`src/rtl/kyber_arith_pkg.sv`:
```
// -----------------------------------------------------------------------------
// kyber_arith_pkg
// Shared arithmetic constants for the Kyber NTT datapath:
//   KYBER_Q           coefficient modulus q
//   KYBER_DATA_WIDTH  coefficient width in bits
//   BARRETT_K         Barrett shift, 2 * coefficient width
//   BARRETT_M         Barrett multiplier floor(2^K / q)
//   barrett_m()       derives the Barrett multiplier for any (q, K)
// -----------------------------------------------------------------------------
package kyber_arith_pkg;

  localparam int unsigned KYBER_Q          = 3329;
  localparam int unsigned KYBER_DATA_WIDTH = 12;
  localparam int unsigned BARRETT_K        = 2 * KYBER_DATA_WIDTH;

  // floor(2^k / q). Evaluated at elaboration time only. The 64-bit width
  // covers every coefficient width up to 31 bits.
  function automatic longint unsigned barrett_m(input longint unsigned q,
                                                input int unsigned       k);
    return (64'd1 << k) / q;
  endfunction

  localparam int unsigned BARRETT_M = 32'(barrett_m(64'(KYBER_Q), BARRETT_K));

endpackage : kyber_arith_pkg

```
`src/rtl/barrett_reduce.sv`:
```
// -----------------------------------------------------------------------------
// barrett_reduce
// Three-stage registered Barrett reduction of a 2*DATA_WIDTH-bit product p
// to p mod MODULUS. Each stage carries a valid bit, and every register holds
// its value while i_enable is low.
//   S2: t = (p * M) >> K
//   S3: r = p - t*q   (mod 2^(DATA_WIDTH+2)), r in [0, 2q)
//   S4: result = (r >= q) ? r - q : r
// Ports:
//   clk, rst_n      clock, synchronous active-low reset
//   i_enable        pipeline advance; 0 freezes every register
//   i_valid         i_p valid this cycle
//   i_p             unreduced product, 2*DATA_WIDTH bits
//   o_result        reduced value in [0, MODULUS)
//   o_valid         o_result valid
//   o_stage_valid   {S3 valid, S2 valid}, used for the parent's busy flag
// -----------------------------------------------------------------------------
module barrett_reduce
  import kyber_arith_pkg::*;
#(
  parameter int unsigned DATA_WIDTH = KYBER_DATA_WIDTH,
  parameter int unsigned MODULUS    = KYBER_Q
) (
  input  logic                      clk,
  input  logic                      rst_n,
  input  logic                      i_enable,
  input  logic                      i_valid,
  input  logic [2*DATA_WIDTH-1:0]   i_p,
  output logic [DATA_WIDTH-1:0]     o_result,
  output logic                      o_valid,
  output logic [1:0]                o_stage_valid
);

  localparam int unsigned K    = 2 * DATA_WIDTH;
  localparam int unsigned M    = 32'(barrett_m(64'(MODULUS), K));
  // t never exceeds M, so it fits in the width of M itself.
  localparam int unsigned T_W  = $clog2(M + 1);
  localparam int unsigned PM_W = K + T_W;
  localparam int unsigned TQ_W = T_W + DATA_WIDTH;
  // r < 2q < 2^(DATA_WIDTH+1); one extra guard bit keeps the modular
  // subtraction unambiguous.
  localparam int unsigned R_W  = DATA_WIDTH + 2;

  localparam logic [T_W-1:0]        M_VEC = T_W'(M);
  localparam logic [DATA_WIDTH-1:0] Q_D   = DATA_WIDTH'(MODULUS);
  localparam logic [R_W-1:0]        Q_R   = R_W'(MODULUS);

  // ---------------------------------------------------------------- S2
  logic [PM_W-1:0] w_pm;
  logic [T_W-1:0]  w_t;

  assign w_pm = PM_W'(i_p) * PM_W'(M_VEC);
  assign w_t  = T_W'(w_pm >> K);

  logic [T_W-1:0] r_t;
  logic [R_W-1:0] r_p_lo;
  logic           r_v2;

  // Only the low R_W bits of p are needed further down, because S3 works
  // modulo 2^R_W.
  // NOTE: data registers are reset along with the valid bits so that a bubble
  // never carries X into result; it costs one reset mux per bit, no memories.
  always_ff @(posedge clk) begin
    if (!rst_n) begin
      r_t    <= '0;
      r_p_lo <= '0;
      r_v2   <= 1'b0;
    end else if (i_enable) begin
      r_t    <= w_t;
      r_p_lo <= i_p[R_W-1:0];
      r_v2   <= i_valid;
    end
  end

  // ---------------------------------------------------------------- S3
  logic [R_W-1:0] w_tq;
  logic [R_W-1:0] w_r;

  assign w_tq = R_W'(TQ_W'(r_t) * TQ_W'(Q_D));
  assign w_r  = r_p_lo - w_tq;

  logic [R_W-1:0] r_r;
  logic           r_v3;

  always_ff @(posedge clk) begin
    if (!rst_n) begin
      r_r  <= '0;
      r_v3 <= 1'b0;
    end else if (i_enable) begin
      r_r  <= w_r;
      r_v3 <= r_v2;
    end
  end

  // ---------------------------------------------------------------- S4
  logic [DATA_WIDTH-1:0] w_res;

  // A single conditional subtraction is enough because r < 2q.
  assign w_res = (r_r >= Q_R) ? DATA_WIDTH'(r_r - Q_R) : r_r[DATA_WIDTH-1:0];

  always_ff @(posedge clk) begin
    if (!rst_n) begin
      o_result <= '0;
      o_valid  <= 1'b0;
    end else if (i_enable) begin
      o_result <= w_res;
      o_valid  <= r_v3;
    end
  end

  assign o_stage_valid = {r_v3, r_v2};

endmodule : barrett_reduce

```
`src/rtl/mod_mul_barrett_pipeline.sv`:
```
// -----------------------------------------------------------------------------
// mod_mul_barrett_pipeline
// Fully pipelined modular multiplier result = (a*b) mod MODULUS, feeding the
// modular adder/subtractor of the Kyber NTT butterfly. Latency is 4 enabled
// cycles with one operand pair accepted per enabled cycle.
//   S1 (here)             p = a*b, full 2*DATA_WIDTH bits
//   S2..S4 (barrett_reduce) Barrett reduction of p
// Ports:
//   clk, rst_n     clock, synchronous active-low reset (wins over enable)
//   enable         global advance; 0 freezes every pipeline register
//   valid_in       a/b valid; sampled only when enable=1
//   a, b           operands, expected in [0, MODULUS)
//   result         (a*b) mod MODULUS
//   valid_out      result valid (held while enable=0)
//   busy           OR of every stage valid bit and valid_out
//   range_err      sticky flag for an accepted operand >= MODULUS; present
//                  only when MOD_MUL_RANGE_CHECK_EN is defined
// MODULUS must be below 2^DATA_WIDTH.
// -----------------------------------------------------------------------------
module mod_mul_barrett_pipeline
  import kyber_arith_pkg::*;
#(
  parameter int unsigned DATA_WIDTH = KYBER_DATA_WIDTH,
  parameter int unsigned MODULUS    = KYBER_Q
) (
  input  logic                  clk,
  input  logic                  rst_n,
  input  logic                  enable,
  input  logic                  valid_in,
  input  logic [DATA_WIDTH-1:0] a,
  input  logic [DATA_WIDTH-1:0] b,
  output logic [DATA_WIDTH-1:0] result,
  output logic                  valid_out,
  output logic                  busy
`ifdef MOD_MUL_RANGE_CHECK_EN
  ,
  output logic                  range_err
`endif
);

  localparam int unsigned P_W = 2 * DATA_WIDTH;

  // ---------------------------------------------------------------- S1
  // (q-1)^2 < 2^P_W, so the full product needs no truncation. Operands that
  // are out of range still fit, which keeps the result bounded.
  logic [P_W-1:0] w_p;

  assign w_p = P_W'(a) * P_W'(b);

  logic [P_W-1:0] r_p;
  logic           r_v1;

  // NOTE: state is updated with non-blocking assignments only, so every stage
  // samples its predecessor's value from before the clock edge.
  always_ff @(posedge clk) begin
    if (!rst_n) begin
      r_p  <= '0;
      r_v1 <= 1'b0;
    end else if (enable) begin
      r_p  <= w_p;
      r_v1 <= valid_in;
    end
  end

  // ---------------------------------------------------------- S2..S4
  logic [1:0] w_stage_valid;

  barrett_reduce #(
    .DATA_WIDTH (DATA_WIDTH),
    .MODULUS    (MODULUS)
  ) u_reduce (
    .clk           (clk),
    .rst_n         (rst_n),
    .i_enable      (enable),
    .i_valid       (r_v1),
    .i_p           (r_p),
    .o_result      (result),
    .o_valid       (valid_out),
    .o_stage_valid (w_stage_valid)
  );

  // All terms are registers, so busy falls on the same edge that clears the
  // last valid_out, and it is 0 straight out of reset.
  assign busy = r_v1 | (|w_stage_valid) | valid_out;

`ifdef MOD_MUL_RANGE_CHECK_EN
  // ------------------------------------------------------ range checker
  localparam logic [DATA_WIDTH-1:0] Q_D = DATA_WIDTH'(MODULUS);

  // Observes only accepted inputs. The datapath itself is unaffected.
  always_ff @(posedge clk) begin
    if (!rst_n) begin
      range_err <= 1'b0;
    end else if (enable && valid_in && ((a >= Q_D) || (b >= Q_D))) begin
      range_err <= 1'b1;
    end
  end
`endif

endmodule : mod_mul_barrett_pipeline

```
`config.mk`:
```
export PLATFORM = sky130hd
export DESIGN_NAME = mod_mul_barrett_pipeline
export DESIGN_NICKNAME = d
export VERILOG_FILES = /design/src/rtl/kyber_arith_pkg.sv /design/src/rtl/barrett_reduce.sv /design/src/rtl/mod_mul_barrett_pipeline.sv
export SDC_FILE = /design/constraint.sdc
export NUM_CORES = 1
export LEC_CHECK = 0
export CAP_MARGIN = 15
export CELL_PAD_IN_SITES_DETAIL_PLACEMENT = 1
export CELL_PAD_IN_SITES_GLOBAL_PLACEMENT = 1
export CORE_ASPECT_RATIO = 0.6
export CORE_MARGIN = 5
export CORE_UTILIZATION = 40
export DETAILED_ROUTE_END_ITERATION = 12
export PLACE_DENSITY = 0.69
export SLEW_MARGIN = 40
export SYNTH_ARGS = -nofsm -noshare
export SYNTH_HDL_FRONTEND = slang
export SYNTH_SLANG_ARGS = --single-unit
```
`constraint.sdc`:
```
create_clock -name clk -period 7.9 [get_ports clk]
set_clock_uncertainty 0.1 [all_clocks]
set_input_delay 0.79 -clock clk [delete_from_list [all_inputs] [get_ports clk]]
set_output_delay 0.79 -clock clk [all_outputs]
set_load 0.01 [all_outputs]
```
Word-level counts from Yosys, hierarchy flattened:

Cells that the tools add are included.

* logic and storage cells: 19
* register bits: 81
* bits in latches: 0
* input bits: 28
* ROM bits: 0
* memories: 0
* memory bits (writable): 0

* shifts and indexed selects: 0
* $lt $le $gt $ge: 1
* $mul: 3
* reductions and logical operators: 1
* divide/modulo/power cells: 0
* multiplexer cells: 1
* bitwise logic cells: 2
* $add $sub $neg: 2
* equality and inequality tests: 0

Operator list (count)
* 24-bit by 13-bit multiplier with 37-bit output, second input constant: 1
* 12-bit by 12-bit multiplier with 24-bit output: 1
* 14-bit by 12-bit >= comparator with 1-bit output, second input constant: 1
* 13-bit by 12-bit multiplier with 14-bit output, second input constant: 1
* 14-bit subtractor: 1
* 12-bit 2-to-1 mux: 1
* 12-bit subtractor, second input constant: 1
* 1-bit OR: 2
* 2-bit OR reduction: 1

Logic depth before layout (Yosys ltp):

* word-level depth: 3
* depth in mapped cells: 21
* depth with buffers taken out: 20

Cells and area by module:

A second synthesis with hierarchy kept.

* cells, all modules: 1528
* area total of the unflattened synthesis: 14317.5 um^2

Modules (own cells, without submodules)
* barrett_reduce: instances 1, cells each 882, area an instance 8749.6 um^2
* mod_mul_barrett_pipeline: instances 1, cells each 646, area an instance 5567.8 um^2

Least setup slack after synthesis:

Ideal clock, no wire load.

* kind: input to register
* start: in b[3]
* end: reg r_p[22]
* stages on the path: 19
* slack: 1816 ps
* data arrival time: 5862 ps
* cell sequence: clkbuf_1 -> nand2_1 -> fa_1 -> fa_1 -> fa_1 -> inv_1 -> fa_1 -> inv_1 -> fa_1 -> inv_1 -> ha_1 -> a21oi_1 -> o22ai_1 -> a211o_1 -> a311o_1 -> a31oi_1 -> o21ai_0 -> and4b_1 -> a311o_1

* cells in the longest elaborated chain, start to end: 1

Ends and longest elaborated chain
* from (decl): line mod_mul_barrett_pipeline.sv:31 `input logic [DATA_WIDTH-1:0] b,`
* 12-bit by 12-bit multiplier with 24-bit output: line mod_mul_barrett_pipeline.sv:48 `assign w_p = P_W'(a) * P_W'(b);`
* to (signal assigned): line mod_mul_barrett_pipeline.sv:60 `r_p <= w_p;`
* to (decl): line mod_mul_barrett_pipeline.sv:50 `logic [P_W-1:0] r_p;`

No other way between the ends.
A chain may end at the register's enable or synchronous reset.

Worst setup path in the final report:

Same ends and word-level chain as after synthesis.

==> run_results.csv <==
group,metric,value,unit
logic_synthesis,share_of_the_synthesized_area_in_the_top_cell_type,0.321,
setup_path,startpoint_to_endpoint_class_of_the_critical_path,"primary input to flip-flop",
cts,postCtsSetupBuffers,0,
timing,hold_viol,0,
drt,detail_route.wirelength,38300,um
setup_path,reg2reg_from,"r_p[9]",
logic_synthesis,synth-warning-count,0,
min_path,holdCritPathClass,"flip-flop to flip-flop",
cts,clock_latency,380,ps
setup_path,critical-path-top-cell-by-count,"fa_1",
global_routing,initial_antenna_violation_count,1,
cts,cts_tree,"built",
drt,avgRoutedWirePerCell,18.3,um
min_path,min_to,"u_reduce.o_result[8]",
setup_path,arrival_time_at_the_worst_endpoint,6960,ps
global_routing,global_route.overflow_total,0,
timing,slew_at_the_pin_with_the_worst_max_slew_slack,792,ps
timing,timing.fmax,0.147,GHz
global_routing,first_global_vias,11460,
die,io_pins,42,
cts,cts_num_sinks,81,
cells_and_area,synthToLayoutAreaGrowth,7.93,%
setup_path,critical_path.endpoint_type,"flip-flop",
timing,timing.setup.tns,0,ps
global_routing,track_usage,0.197,
logic_synthesis,ys_seq_elements,81,
die,die_w,257,um
setup_path,ff2ff_setup_slack,1530,ps
logic_synthesis,synth_area_leaders,"fa_1 32%, ha_1 19%, dfxtp_1 11%, inv_1 9.0%, nand2_1 3.3%",
logic_synthesis,syn_nets,2089,
drt,route.detailed.drc,0,
drt,vias,10816,
setup_path,critical_path.top_delay_family,"adder cells",
cts,cts_inserted_buffers,9,
logic_synthesis,synth_area_leader_cell,"fa_1",
timing,timing.final.crit_period,6800,ps
cts,cts.reportedPaths.clkPinSlew,70,ps
cts,hold_buf_count_cts,0,
timing,grt_setup_unrepaired,"no",
setup_path,crit_path_largest_cell_delay,790,ps
setup_path,critical_path.startpoint_type,"primary input",
setup_path,crit_slowest_cell,"clkdlybuf4s50_1",
setup_path,crit_path_cell_trace,"clkdlybuf4s50_1 -> nand2_1 -> fa_1 -> fa_1 -> fa_1 -> inv_1 -> fa_1 -> inv_1 -> fa_1 -> inv_1 -> ha_1 -> a21oi_1 -> o22ai_1 -> a211o_1 -> a311o_1 -> a31oi_1 -> o21ai_0 -> and4b_1 -> a311o_1",
job,max-cap-violations,0,
setup_path,crit_path_max_fanout,12,
cts,maximum_clock_insertion_buffer_count,2,
logic_synthesis,synthMostInstantiatedCell,"inv_1",
timing,layout_worst_path_cycle_share,0.861,
outcome,status,"finished clean",
placed_design,place.port_buffers,41,
die,placeableCoreArea,0.0363,mm^2
cells_and_area,fill_cells,4197,
setup_path,worst_path_required_time,8060,ps
min_path,worst_hold_path.num_cells,1,
cts,cts-htree-levels,3,
timing,final_max_slew_viol_count,0,
global_routing,grt_first_pass_wirelength,63600,um
drt,viasPerCell,5.18,
logic_synthesis,synth.yosys.seq_area_share,0.110,
logic_synthesis,ys.flop_type,"dfxtp_1",
placed_design,hpwlAfterDp,32800,um
cts,cts_root_buf,"clkbuf_16",
logic_synthesis,synth_commonest_cells,"351 x inv_1, 236 x fa_1, 225 x ha_1, 129 x nand2_1, 81 x dfxtp_1",
drt,final_antenna_net_count,0,
global_routing,grt_max_degree,64,
logic_synthesis,yosysUniqueCellTypes,63,
die,floorplan.initialDensity,0.405,
logic_synthesis,synth-edff-count,0,
cells_and_area,diodes,0,
die,die_y,158,um
timing,finalSetupViolCount,0,
cts,cts.repair.resized,0,
die,die_area,0.0408,mm^2
setup_path,worstRegToRegCells,16,
logic_synthesis,fraction_of_synthesis_flops_using_an_asynchronous_set_or_reset_pin,0,
logic_synthesis,synthesis.instances,1600,
setup_path,worst-path-buf-inv,4,
die,floorplan.rows,54,
drt,first_iter_violations,586,
setup_path,timing.rr.end,"u_reduce.r_t[6]",
timing,worst_slew_margin_rel,0.465,
placed_design,globalplace.congestion,0.865,
cells_and_area,layout-drive-gt1-share,0.0192,
logic_synthesis,post_synth_instance_area,0.0147,mm^2
drt,detail_route.first_pass.iterations,5,
setup_path,crit_cells,19,
cells_and_area,fin_nets,2095,
min_path,hold_path.startpoint,"u_reduce.o_result[8]",
logic_synthesis,synth_area_per_cell,9.19,um^2
-- state kept, by name, indices dropped and copies added (netlist names) --
register           count
u_reduce.o_result     12
u_reduce.r_r          14
r_v1                   1
r_p                   24
u_reduce.o_valid       1
u_reduce.r_v2          1
u_reduce.r_v3          1
u_reduce.r_t          13
u_reduce.r_p_lo       14
-- worst register-to-register path, cell delays in order (launching register included) --
cell,delay [ps]
dfxtp_1,720
fa_1,580
fa_1,520
fa_1,520
fa_1,500
inv_1,60
fa_1,530
inv_1,40
ha_1,310
o21ai_0,260
a21oi_1,120
a22oi_1,380
a31oi_1,290
o311ai_0,770
o21bai_1,190
and2_1,200
o31ai_1,200
-- how the worst max path moves through the flow --
| stage | end | slack [ps] | start |
|---|---|---|---|
| finish | r_p[22] | 1100 | b[3] |
| global placement | r_p[22] | 960 | b[3] |
| detailed placement | r_p[22] | 810 | a[5] |
| floorplan | r_p[22] | 1820 | b[3] |
| CTS | r_p[22] | 1190 | a[5] |
| global route | r_p[22] | 710 | b[3] |
-- logic make-up after synthesis --
kind of cell / synth area share
fa+ha+maj: 0.513
buf+inv: 0.103
simple gates: 0.127
compound gates: 0.0909
flops: 0.110
xor+xnor: 0.0280
mux: 0.0279
-- layer usage --
metal | track usage | part of all wire | routed length [um]
met5 | 0 | 0 | 0
met4 | 0.0216 | 0.0053 | 201
met3 | 0.0309 | 0.041 | 1560
met2 | 0.280 | 0.40 | 15500
met1 | 0.321 | 0.55 | 21000
-- placed cells by master (no fill, tap or decap), drive strengths merged, types with 8 or more instances in the layout --
master,count
inv,352
fa,236
ha,225
nand2,129
dfxtp,81
and2,63
a21oi,56
nor2b,49
o21ai,47
mux2i,41
clkdlybuf4s50,39
nor2,33
xnor2,32
nand3,29
nor3,16
a21o,16
xor2,15
a211oi,12
nand4,10
clkbuf,10
or3,9
o211ai,8
-- final cells by class --
cell class                      instances  area [um^2]  area share
Clock inverter                          6         88.8     0.00560
Timing Repair Buffer                   45          439      0.0277
Clock buffer                           10          239      0.0151
Multi-Input combinational cell       1117        11600       0.729
Inverter                              352         1320      0.0833
Sequential cell                        81         1620       0.102
Tap cell                              476          596      0.0375
-- per-stage QoR --
| stage | hold slack, ps | instances | utilization | setup slack (ps) | instance area (um^2) |
|---|---|---|---|---|---|
| after floorplan | 354 | 1600 | - | 1820 | 14700 |
| after global placement | 370 | 2071 | 0.428 | 960 | 15500 |
| after detailed placement | 376 | 2071 | 0.428 | 807 | 15500 |
| after CTS | 386 | 2087 | 0.437 | 1190 | 15900 |
| after global routing | 407 | 2087 | 0.437 | 707 | 15900 |
| final | 381 | 2087 | 0.437 | 1100 | 15900 |
Power is not shown: default switching activity piles up to over one toggle a cycle in this logic, so the estimate is an artifact.
